[config.mk]
export PLATFORM = sky130hd
export DESIGN_NAME = cpu_gen
export DESIGN_NICKNAME = d
export VERILOG_FILES = /design/src/rtl/cpu_gen.sv
export SDC_FILE = /design/constraint.sdc
export NUM_CORES = 1
export LEC_CHECK = 0
export ABC_AREA = 1
export CELL_PAD_IN_SITES_DETAIL_PLACEMENT = 1
export CELL_PAD_IN_SITES_GLOBAL_PLACEMENT = 1
export CORE_ASPECT_RATIO = 1.75
export CORE_MARGIN = 2
export CORE_UTILIZATION = 38
export CTS_BUF_LIST = sky130_fd_sc_hd__clkbuf_4
export DETAILED_ROUTE_END_ITERATION = 10
export PLACE_DENSITY = 0.8
export SLEW_MARGIN = 10
export SYNTH_ARGS = -nofsm -noshare
export SYNTH_HDL_FRONTEND = slang
export SYNTH_SLANG_ARGS = --single-unit
[constraint.sdc]
create_clock -name clkin -period 1.9 [get_ports clkin]
set_input_delay 0.285 -clock clkin [delete_from_list [all_inputs] [get_ports clkin]]
set_output_delay 0.285 -clock clkin [all_outputs]
set_load 0.005 [all_outputs]
[src/rtl/cpu_gen.sv]
// cpu_gen: parametrised accumulator CPU, multicycle FSM, single-port memory.
// Define CPU_GEN_INTR_EN to build the IEN/R flags and the INTR cycle.
module cpu_gen #(
  parameter int          DATA_W = 16,
  parameter int          ADDR_W = 12,
  parameter int unsigned RST_PC = 0
) (
  input  logic              clkin,
  input  logic              rst,
  output logic [ADDR_W-1:0] addr,
  input  logic [DATA_W-1:0] datain,
  output logic [DATA_W-1:0] dataout,
  output logic              en,
  output logic              rdwr,
  input  logic              en_inp,
  input  logic              en_out,
  input  logic [7:0]        keyboard,
  output logic [7:0]        display,
  output logic              halted
);

  typedef enum logic [3:0] {
    FETCH, FETCH_W, DECODE, IND_W,
    EXEC1, EXEC2, EXEC3, INTR, HALT
  } state_t;

  state_t r_state, w_next;

  logic [ADDR_W-1:0] r_pc, r_ar;
  logic [DATA_W-1:0] r_ac, r_dr, r_ir;
  logic              r_e;
  logic [7:0]        r_display;

  logic              w_i, w_rref, w_io, w_irq;
  logic [2:0]        w_op;
  logic [ADDR_W-1:0] w_fld;
  logic [11:0]       w_rr;
  logic [DATA_W-1:0] w_pc_ext;
  logic [DATA_W:0]   w_sum;

  logic              w_en, w_rdwr, w_end;
  logic [ADDR_W-1:0] w_addr;
  logic [DATA_W-1:0] w_dout;

  logic [DATA_W-1:0] w_t, w_ac_rr;
  logic              w_te, w_e_rr;
  logic              w_skip_rr, w_skip_io;

  assign w_i      = r_ir[DATA_W-1];
  assign w_op     = r_ir[DATA_W-2:DATA_W-4];
  assign w_fld    = r_ir[ADDR_W-1:0];
  assign w_rr     = r_ir[11:0];
  assign w_rref   = (w_op == 3'd7) && !w_i;
  assign w_io     = (w_op == 3'd7) && w_i;
  assign w_pc_ext = {{(DATA_W-ADDR_W){1'b0}}, r_pc};
  assign w_sum    = {1'b0, r_ac} + {1'b0, datain};

  // AC chain: CLA, CMA, INC, then rotate through the updated E
  always_comb begin
    w_t = w_rr[11] ? '0 : r_ac;
    if (w_rr[9]) w_t = ~w_t;
    if (w_rr[5]) w_t = w_t + 1'b1;
    w_te = w_rr[10] ? 1'b0 : r_e;
    if (w_rr[8]) w_te = ~w_te;
    w_ac_rr = w_t;
    w_e_rr  = w_te;
    if (w_rr[7]) begin
      w_ac_rr = {w_te, w_t[DATA_W-1:1]};
      w_e_rr  = w_t[0];
    end else if (w_rr[6]) begin
      w_ac_rr = {w_t[DATA_W-2:0], w_te};
      w_e_rr  = w_t[DATA_W-1];
    end
  end

  assign w_skip_rr = (w_rr[4] & ~r_ac[DATA_W-1])
                   | (w_rr[3] &  r_ac[DATA_W-1])
                   | (w_rr[2] & (r_ac == '0))
                   | (w_rr[1] & ~r_e);
  assign w_skip_io = (w_rr[9] & en_inp) | (w_rr[8] & en_out);

  always_ff @(posedge clkin) begin
    if (!rst) r_state <= FETCH;
    else      r_state <= w_next;
  end

  always_comb begin
    w_next = r_state;
    w_en   = 1'b0;
    w_rdwr = 1'b0;
    w_addr = r_pc;
    w_dout = '0;
    w_end  = 1'b0;
    unique case (r_state)
      FETCH: begin
        w_en   = 1'b1;
        w_next = FETCH_W;
      end
      FETCH_W: w_next = DECODE;
      DECODE: begin
        if (w_op != 3'd7 && w_i) begin
          w_en   = 1'b1;
          w_addr = w_fld;
          w_next = IND_W;
        end else begin
          w_next = EXEC1;
        end
      end
      IND_W: w_next = EXEC1;
      EXEC1: begin
        case (w_op)
          3'd0, 3'd1, 3'd2, 3'd6: begin
            w_en   = 1'b1;
            w_addr = r_ar;
            w_next = EXEC2;
          end
          3'd3: begin
            w_en   = 1'b1;
            w_rdwr = 1'b1;
            w_addr = r_ar;
            w_dout = r_ac;
            w_end  = 1'b1;
          end
          3'd5: begin
            w_en   = 1'b1;
            w_rdwr = 1'b1;
            w_addr = r_ar;
            w_dout = w_pc_ext;
            w_end  = 1'b1;
          end
          3'd7: begin
            if (w_rref && w_rr[0]) w_next = HALT;
            else                   w_end  = 1'b1;
          end
          default: w_end = 1'b1;
        endcase
      end
      EXEC2: begin
        if (w_op == 3'd6) w_next = EXEC3;
        else              w_end  = 1'b1;
      end
      EXEC3: begin
        w_en   = 1'b1;
        w_rdwr = 1'b1;
        w_addr = r_ar;
        w_dout = r_dr;
        w_end  = 1'b1;
      end
`ifdef CPU_GEN_INTR_EN
      INTR: begin
        w_en   = 1'b1;
        w_rdwr = 1'b1;
        w_addr = '0;
        w_dout = w_pc_ext;
        w_next = FETCH;
      end
`endif
      HALT: w_next = HALT;
      default: w_next = FETCH;
    endcase
    if (w_end) w_next = w_irq ? INTR : FETCH;
  end

  always_ff @(posedge clkin) begin
    if (!rst) begin
      r_pc      <= ADDR_W'(RST_PC);
      r_ar      <= '0;
      r_ac      <= '0;
      r_dr      <= '0;
      r_ir      <= '0;
      r_e       <= 1'b0;
      r_display <= '0;
    end else begin
      case (r_state)
        FETCH_W: begin
          r_ir <= datain;
          r_pc <= r_pc + 1'b1;
        end
        DECODE: r_ar <= w_fld;
        IND_W:  r_ar <= datain[ADDR_W-1:0];
        EXEC1: begin
          if (w_rref) begin
            r_ac <= w_ac_rr;
            r_e  <= w_e_rr;
            if (w_skip_rr) r_pc <= r_pc + 1'b1;
          end else if (w_io) begin
            if (w_rr[11] && en_inp) r_ac[7:0] <= keyboard;
            if (w_rr[10] && en_out) r_display <= r_ac[7:0];
            if (w_skip_io) r_pc <= r_pc + 1'b1;
          end else if (w_op == 3'd4) begin
            r_pc <= r_ar;
          end else if (w_op == 3'd5) begin
            r_pc <= r_ar + 1'b1;
          end
        end
        EXEC2: begin
          r_dr <= (w_op == 3'd6) ? datain + 1'b1 : datain;
          case (w_op)
            3'd0:    r_ac <= r_ac & datain;
            3'd1:    {r_e, r_ac} <= w_sum;
            3'd2:    r_ac <= datain;
            default: ;
          endcase
        end
        EXEC3: if (r_dr == '0) r_pc <= r_pc + 1'b1;
`ifdef CPU_GEN_INTR_EN
        INTR: r_pc <= ADDR_W'(1);
`endif
        default: ;
      endcase
    end
  end

`ifdef CPU_GEN_INTR_EN
  logic r_ien, r_r;

  always_ff @(posedge clkin) begin
    if (!rst) begin
      r_ien <= 1'b0;
      r_r   <= 1'b0;
    end else if (r_state == INTR) begin
      r_ien <= 1'b0;
      r_r   <= 1'b0;
    end else begin
      if (r_state == EXEC1 && w_io) begin
        if (w_rr[7]) r_ien <= 1'b1;
        if (w_rr[6]) r_ien <= 1'b0;
      end
      if (r_ien && (en_inp | en_out) && r_state != HALT)
        r_r <= 1'b1;
    end
  end

  assign w_irq = r_r;
`else
  assign w_irq = 1'b0;
`endif

  // no bus activity is ever presented while reset is held
  assign addr    = w_addr;
  assign en      = w_en & rst;
  assign rdwr    = w_rdwr & rst;
  assign dataout = rst ? w_dout : '0;
  assign display = r_display;
  assign halted  = (r_state == HALT);

endmodule

==> summary.md, run 1 <==
| Metric | Value |
|---|---|
| Status | aborted with a tool error |
| Fail Step | 5_1_grt |
| Stop err | [ERROR GRT-0116] Global routing finished with congestion. Check the congestion regions in the DRC Viewer. |
| Die Ht | roughly 190 um |
| Sequential share of the synthesized area | 23.2% |
| Number of synthesized flops with an enable pin | 0 |
| Syn Area/Cell | 6.13 um^2 |
| First-pass GRT wire length | 87400 um |
| Top_reg_cell synth | dfxtp_1 |
| Cts hold-fix bufs | 0 |
| Placer congestion estimate | 1.00 |
| Input/output buffers | 66 |
| Vias in the first global route | 14100 |
| Synth top area cells | dfxtp_1, nand2_1, a21oi_1 |
| Largest net degree at the start of global routing | 42 |
| Ys Warns | 0 |
| Clk buf depth | 2 |
| GRT overflow | 5 |
| Die width | 109 um |
| DP HPWL | 30300 um |
| Mapped Area | 0.00733 mm^2 |
| FF+latch count, synth | 85 |
| CTS buffer count | 9 |
| Initial cell density of the core | 38.5% |
| GRT Util Overall | 57.1% |
| Num Clock Sinks | 85 |
| Ports | 67 |
| Top-count cell post-synth | nand2_1 |
| Yosys top cell by area | dfxtp_1 |
| DP Cell Count | roughly 1700 |
| Yosys cell types | 57 |
| Net Count, Synth | 1248 |
| Most common library cells after synthesis | nand2_1, inv_1, a21oi_1 |
| Post-Synthesis Cells | 1195 |
| Async S/R FF share, synth | 0% |
| Row Count | between 60 and 70 |
| Synth top area share | between 20% and 30% |
| CTS root buf | clkbuf_4 |
| # H-tree levels | 3 |
==> metal layers <==
layer | track usage (%) | overflow
met5 | 6.12 | 0
met4 | 62.4 | 1
met3 | 29.8 | 0
met2 | 82.1 | 4
met1 | 53.5 | 0
==> kinds of logic after synthesis <==
family | count (synthesis) | share of synthesized area, %
and+or+nand+nor | 561 | 34.2
AOI/OAI and AO/OA | 293 | 23.3
buffers and inverters | 201 | 11.2
adders and majority gates | 25 | 4.37
DFF | 85 | 23.2
muxes | 1 | 0.137
xor gates and xnor gates | 29 | 3.57
==> stage by stage <==
stage                     instance area [um^2]  setup slack (ps)  setup TNS, ps
after floorplan                           7420             -13.4          -20.1
after global placement                   10100              -561         -23570
after detailed placement                 10100              -632         -31980
after CTS                                11700              -687         -23450
==> repair_timing <==
item / in CTS
pin swaps: 119
hold endpoints to repair: 0
setup buffers: 76
gates cloned: 7
resized for setup: 397
setup endpoints to repair: 80
==> run 2, diff against run 1 <==
CELL_PAD_IN_SITES_DETAIL_PLACEMENT = default   (was 1)
CELL_PAD_IN_SITES_GLOBAL_PLACEMENT = default   (was 1)
CORE_ASPECT_RATIO = default   (was 1.75)
CORE_UTILIZATION = 25   (was 38)
CTS_BUF_LIST = default   (was sky130_fd_sc_hd__clkbuf_4)
PLACE_DENSITY = default   (was 0.8)
PLACE_DENSITY_LB_ADDON = 0.15   (was default)
clock period = 2.5 ns   (was 1.9 ns; I/O delays follow)
==> run 2 against run 1 <==
  * The flow now finishes without violations
  * Synthesized cell count did not move
  * Area after synthesis did not move
==> summary.md, run 2 <==
| Metric | Value |
|---|---|
| Routed WL per cell | approximately 19 um |
| Min-Delay Path Class | input pin to flip-flop |
| Largest regs | r_ac (16), r_dr (16), r_ir (16) |
| Ys Warns | 0 (unchanged) |
| DRC | 0 |
| CTS tree | done |
| Most common cell after layout, fill and taps aside | nand2_1 |
| CTS buffer count | 9 (unchanged) |
| Final Power | 9.77 mW |
| Slew of the pin with the lowest slew margin | about 700 ps |
| Cell family with most CP delay | buffers and inverters |
| Mapped Area | 0.00733 mm^2 (unchanged) |
| Clock slew at reported path FFs | roughly 70 ps |
| Cts hold-fix bufs | 0 (unchanged) |
| Peak supply drop | about 0.39 mV |
| Critical path, cell by cell | buf_4, nor2_4, inv_2, buf_6, nor3_4, buf_6, buf_6, buf_6, buf_4, a32oi_1, a21oi_2, buf_2 |
| DR vias | approximately 8600 |
| Final setup vio count | 0 |
| RSZ-0062 raised after global routing | yes |
| Die area | between 0.03 and 0.04 mm^2 |
| Setup Crit Path Kind | flip-flop to primary output |
| GRT overflow | 0 |
| Cell area after layout | 0.00971 mm^2 |
| Highest clock rate | slightly above 400 MHz |
| Placer congestion estimate | 0.888 (-11%) |
| Crit-path max cell delay | between 300 and 400 ps |
| DP HPWL | 24600 um (-19%) |
| Antenna Nets Post-Route | 0 |
| Number of synthesized flops with an enable pin | 0 (unchanged) |
| Status | finished, final reports clean |
| First-pass GRT wire length | 48900 um |
| Clock skew | 8.62 ps |
| Async S/R FF share, synth | 0% (unchanged) |
| GRT Util Overall | between 20% and 30% |
| # fillers | 3203 |
| Sequential share of the synthesized area | 23.2% (unchanged) |
| FF+latch count, synth | 85 (unchanged) |
| Tmin final | around 2500 ps |
| Hold Fails Final Rpt | 0 |
| Ports | 67 (unchanged) |
| Vias in the first global route | 7972 |
| Routed vias/inst | 5.00 |
| Pwr Density | ~1000 mW/mm^2 |
| Max-capacitance violation count | 0 |
| Post-Synthesis Cells | 1195 (unchanged) |
| Initial antenna violation count | 1 |
| Synth top area share | 23.2% (unchanged) |
| Worst Path Arrival | 2090 ps |
| Slew Viols, Final | 0 |
| Post-Route WL | 32800 um |
| Yosys cell types | 57 (unchanged) |
| Final net count | ~1400 |
| Initial cell density of the core | 25.5% (-13 points) |
| Num Clock Sinks | 85 (unchanged) |
| Yosys top cell by area | dfxtp_1 |
| Syn Area/Cell | 6.13 um^2 (unchanged) |
| Core Box Area | 0.0288 mm^2 |
| Crit end category | primary output |
| Iteration count of the initial detailed-routing pass | 5 |
| Share of cells above drive strength 1 | 19.9% |
| Pleak | about 4.4 nW |
| Syn-to-layout area delta | 32.4% |
| Period Utilization, post-route | 98.6% |
| Skew-Pair Late Insertion Delay | 360 ps |
| # H-tree levels | 3 (unchanged) |
| Top_reg_cell synth | dfxtp_1 |
| Max-slew headroom | between 50% and 60% |
| Largest net degree at the start of global routing | 60 |
| Most common library cells after synthesis | nand2_1, inv_1, a21oi_1 |
| Commonest cells after routing, fill and taps aside | nand2_1, inv_1, a21oi_1 |
| CTS root buf | clkbuf_16 |
| Initial DRC count | a little under 700 |
| WP data required | 2120 ps |
| Net Count, Synth | 1248 (unchanged) |
| Placed cell area | 0.00901 mm^2 (-11%) |
| CP Buf/Inv Count | 8 |
| Hold WS | 477 ps |
| N_diodes | 0 |
| Die Ht | 175 um (-6.7%) |
| Cell mode on critical path | buf_6 |
| Input/output buffers | 66 (unchanged) |
| Row Count | 62 (-7.5%) |
| Top-count cell post-synth | nand2_1 |
| Startpoint types | flip-flop |
| Crit-path max FO | 3 |
| Die width | 175 um (+61%) |
| Synth top area cells | dfxtp_1, nand2_1, a21oi_1 |
| Clk buf depth | 2 (unchanged) |
| Critical-path top delay cell | dfxtp_2 |
## run 2: cell counts after synthesis
Identical to the previous run, type by type.
## run 2: layout make-up
| type | count | area, um^2 | share of cell area (%) |
|---|---|---|---|
| sequential | 85 | 1710 | 17.6 |
| inverter | 149 | 569 | 5.86 |
| multi-input combinational | 909 | 5100 | 52.6 |
| clock buffer | 11 | 233 | 2.40 |
| tap | 384 | 480 | 4.95 |
| clock inverter | 5 | 58.8 | 0.606 |
| timing repair buffer | 187 | 1560 | 16.0 |
## run 2: logic make-up after synthesis
| kind of cell | count (synthesis) | synth area share [%] |
|---|---|---|
| flops | 85 | 23.2 |
| xor+xnor | 29 | 3.57 |
| mux | 1 | 0.137 |
| buf+inv | 201 | 11.2 |
| fa+ha+maj | 25 | 4.37 |
| compound gates | 293 | 23.3 |
| simple gates | 561 | 34.2 |
## run 2: repair_timing
| item | in CTS | in global routing |
|---|---|---|
| gates cloned | 2 | 2 |
| endpoints found under the hold margin | 0 | 0 |
| endpoints found under the setup margin | 29 | 47 |
| pin swaps | 13 | 20 |
| gates resized for setup | 122 | 61 |
| setup buffers | 9 | 3 |
## run 2: tightest hold or removal path, stage by stage
cell and delay (ps):
buf_2 130, buf_4 180, nand2_1 80, nor2_1 30
## run 2: where the power goes
group | internal (mW) | switching (mW) | leakage [nW]
registers | 1.70 | 0.570 | 0.694
logic | 2.19 | 3.89 | 3.56
clock network | 0.779 | 0.638 | 0.136
total | 4.68 | 5.10 | 4.39
## run 2: final timing paths
check / startpoint / endpoint / slack, ps / depth (start not counted)
hold / removal: rst / r_pc[8]$_SDFFE_PN0P_ / 480 / 4
setup / recovery: r_state[3]$_SDFFE_PP0P_ / dataout[3] / 40 / 12
setup reg to reg: r_ac[4]$_SDFFE_PN0P_ / r_ac[11]$_SDFFE_PN0P_ / 170 / 13
hold reg to reg: r_dr[1]$_SDFFE_PN0P_ / r_dr[1]$_SDFFE_PN0P_ / 510 / 2
## run 2: through the flow
step | std cells | setup TNS (ps) | util (%) | setup slack (ps)
floorplan | 1195 | 0 | - | 425
global placement | 1698 | -5990 | 31.3 | -349
detailed placement | 1698 | -6710 | 31.3 | -407
CTS | 1725 | -5.17 | 32.8 | -5.17
global route | 1730 | -86.8 | 33.7 | -42.2
finish | 1730 | 0 | 33.7 | 35.2
## run 2: per-layer routing
layer  vias to the layer above  routed length [um]  part of all wire (%)  track usage, %
met5                         -                  13                 0.040               0
met4                         2                 424                   1.3            3.75
met3                        30                1460                   4.4            3.50
met2                       221               15500                    47            34.5
met1                      4077               15300                    47            28.9
li1                       4315                   -                     -               -
(Power assumes the default switching activity.)
==> run 3, diff against run 2 <==
GPL_TIMING_DRIVEN = 0   (was default)
==> run 3 against run 2 <==
  * First-iteration DRC count increased by 20%
  * Critical path depth increased by 1
  * Die area unchanged
  * Worst setup slack got worse by 34 ps
  * Sequential share of layout area increased by 0.38 points
  * Total power increased by 4.4%
  * Worst hold slack got worse by 11 ps
  * Cell area decreased by 0.61%
  * Sequential power increased by 2%
  * Register-to-register slack got worse by 50 ps
  * Flip-flop and latch count unchanged
  * Core utilization decreased by 0.20 points
  * Critical path type unchanged
  * Highest routed layer is now met4
==> summary.md, run 3 (synthesized netlist as in run 2, its figures left out) <==
| Metric | Value |
|---|---|
| Pwr Density | 1060 mW/mm^2 (+5.0%) |
| First-pass GRT wire length | 50600 um (+3.4%) |
| Setup WS pre-CTS | -656 ps (-249 ps) |
| Routed vias/inst | 5.12 (+2.5%) |
| Slew Viols, Final | 0 (unchanged) |
| Skew-Pair Late Insertion Delay | 370 ps (about the same) |
| CTS tree | done |
| DRC | 0 (unchanged) |
| GRT Util Overall | 22.0% (+1.1 points) |
| Routed WL per cell | 20.0 um (+5.6%) |
| # H-tree levels | 3 (unchanged) |
| Final net count | 1375 (-1.4%) |
| CTS root buf | clkbuf_16 |
| DR vias | 8769 (+1.4%) |
| Max-slew headroom | 48.1% (-5.3 points) |
| Num Clock Sinks | 85 (unchanged) |
| Iteration count of the initial detailed-routing pass | 6 (+1) |
| WP data required | 2120 ps (about the same) |
| Die area | 0.0307 mm^2 (unchanged) |
| Status | finished, final reports clean |
| Tmin final | 2500 ps (+33.6 ps) |
| Final Power | 10.2 mW (+4.4%) |
| Placer congestion estimate | 0.908 (+2.2%) |
| Fin util | 33.5% (-0.20 points) |
| DP HPWL | 26000 um (+5.6%) |
| Multi-input logic area | 0.00514 mm^2 (+0.86%) |
| Row Count | 62 (unchanged) |
| Ports | 67 (unchanged) |
| Slew of the pin with the lowest slew margin | 778 ps (+83.9 ps) |
| Commonest cells after routing, fill and taps aside | nand2_1, inv_1, a21oi_1 |
| Antenna Nets Post-Route | 0 (unchanged) |
| Initial antenna violation count | 0 (-1) |
| Max-capacitance violation count | 0 (unchanged) |
| Largest regs | r_ac (16), r_dr (16), r_ir (16) |
| Final setup margin | 1.55 ps (-33.6 ps) |
| Clk buf depth | 2 (unchanged) |
| Clock slew at reported path FFs | 70 ps (about the same) |
| Setup Crit Path Kind | flip-flop to primary output |
| RSZ-0062 raised after global routing | yes |
| Post-Route WL | 34200 um (+4.5%) |
| Cts hold-fix bufs | 0 (unchanged) |
| Crit end category | primary output |
| Initial DRC count | 830 (+20%) |
| Hold Path Stages | 3 (-1) |
| CTS buffer count | 9 (unchanged) |
| Share of cells above drive strength 1 | 18.5% (-1.4 points) |
| Most common cell after layout, fill and taps aside | nand2_1 |
| Highest clock rate | 400 MHz (-1.3%) |
| Syn-to-layout area delta | 31.6% |
| Vias in the first global route | 8294 (+4.0%) |
| # fillers | 3199 (-0.12%) |
| Pleak | 4.30 nW (-1.9%) |
| Largest net degree at the start of global routing | 15 (-75%) |
| FF/Latch Area | 0.00174 mm^2 (+1.5%) |
| GRT overflow | 0 (unchanged) |
| Hold Fails Final Rpt | 0 (unchanged) |
| Clock skew | 13.2 ps (+4.55 ps) |
| R2R Setup Slk | 120 ps (-50 ps) |
| Initial cell density of the core | 25.5% (unchanged) |
| Peak supply drop | 0.460 mV (+18%) |
| Input/output buffers | 66 (unchanged) |
| Hold WS | 466 ps (-11.1 ps) |
| Period Utilization, post-route | 99.9% (+1.3 points) |
| R2r worst-path depth | 14 (+1) |
| Min-Delay Path Class | input pin to flip-flop |
| Final setup vio count | 0 (unchanged) |
| Worst Path Arrival | 2120 ps (+30 ps) |
| Startpoint types | flip-flop |
| Crit-path max FO | 3 (unchanged) |
| Die width | 175 um (unchanged) |
| Core Box Area | 0.0288 mm^2 (unchanged) |
| Die Ht | 175 um (unchanged) |
[run 3: cell types whose count changed in the layout (fill, tap and decap cells not counted), moves of 6 or more]
cell / before / now
buf_4: 104 / 46
clkbuf_1: 2 / 20
clkbuf_2: 0 / 9
dfxtp_1: 79 / 72
dfxtp_4: 0 / 7
dlygate4sd2_1: 8 / 17
inv_1: 131 / 125
[run 3: routing by layer]
| metal | wire [um] | GRT usage (%) | vias up |
|---|---|---|---|
| met4 | 1450 | 10.7 | 0 |
| met3 | 1580 | 2.13 | 65 |
| met5 | 0 | 0 | - |
| met1 | 15800 | 29.6 | 4125 |
| met2 | 15400 | 35.2 | 303 |
| li1 | - | - | 4276 |
[run 3: metrics by stage]
stage | cells | cell area (um^2) | TNS, ps
3_3_place_gp | 1645 | 8470 | -21690
5_1_grt | 1711 | 9650 | -487
2_1_floorplan | 1195 | 7330 | 0
3_5_place_dp | 1645 | 8470 | -21150
4_1_cts | 1699 | 9410 | -134
6_report | 1712 | 9650 | 0
[run 3: worst paths after layout]
| kind | startpoint | end |
|---|---|---|
| max reg2reg | r_ir[12]$_SDFFE_PN0P_ | r_ac[0]$_SDFFE_PN0P_ |
| min | datain[0] | r_dr[0]$_SDFFE_PN0P_ |
| max | r_state[3]$_SDFFE_PP0P_ | addr[10] |
| min reg2reg | r_ac[0]$_SDFFE_PN0P_ | r_ac[0]$_SDFFE_PN0P_ |
[run 3: power by group]
part / total (mW) / switching [mW] / internal, mW
Sequential: 2.31 / 0.588 / 1.72
Combinational: 6.17 / 3.99 / 2.19
Clock: 1.72 / 0.640 / 1.08
[run 3: final cells by class]
cell class | instances | area share [%]
buffer | 51 | 3.41
inverter | 149 | 5.94
multi-input combinational | 909 | 53.3
clock inverter | 7 | 1.43
tap | 384 | 4.98
antenna | 1 | 0.0259
clock buffer | 9 | 2.33
timing repair buffer | 117 | 10.6
sequential | 85 | 18.0
[run 3: critical path, cell delays in order (launching register included)]
cell and delay [ps]:
dfxtp_4 370, nor2_4 110, inv_2 50, nor2_4 80, inv_2 50, nor2_4 160, buf_6 130, o21ai_4 50
a31oi_2 130, buf_4 160, buf_6 110, buf_6 110, o221ai_4 90, buf_2 150
[run 3: what timing repair did]
action / 4_1_cts / 5_1_grt
hold endpoints to repair: 0 / 0
setup buffers: 36 / 14
endpoints found under the setup margin: 48 / 50
pin swaps: 16 / 10
gates cloned: 2 / 0
resized for setup: 184 / 52
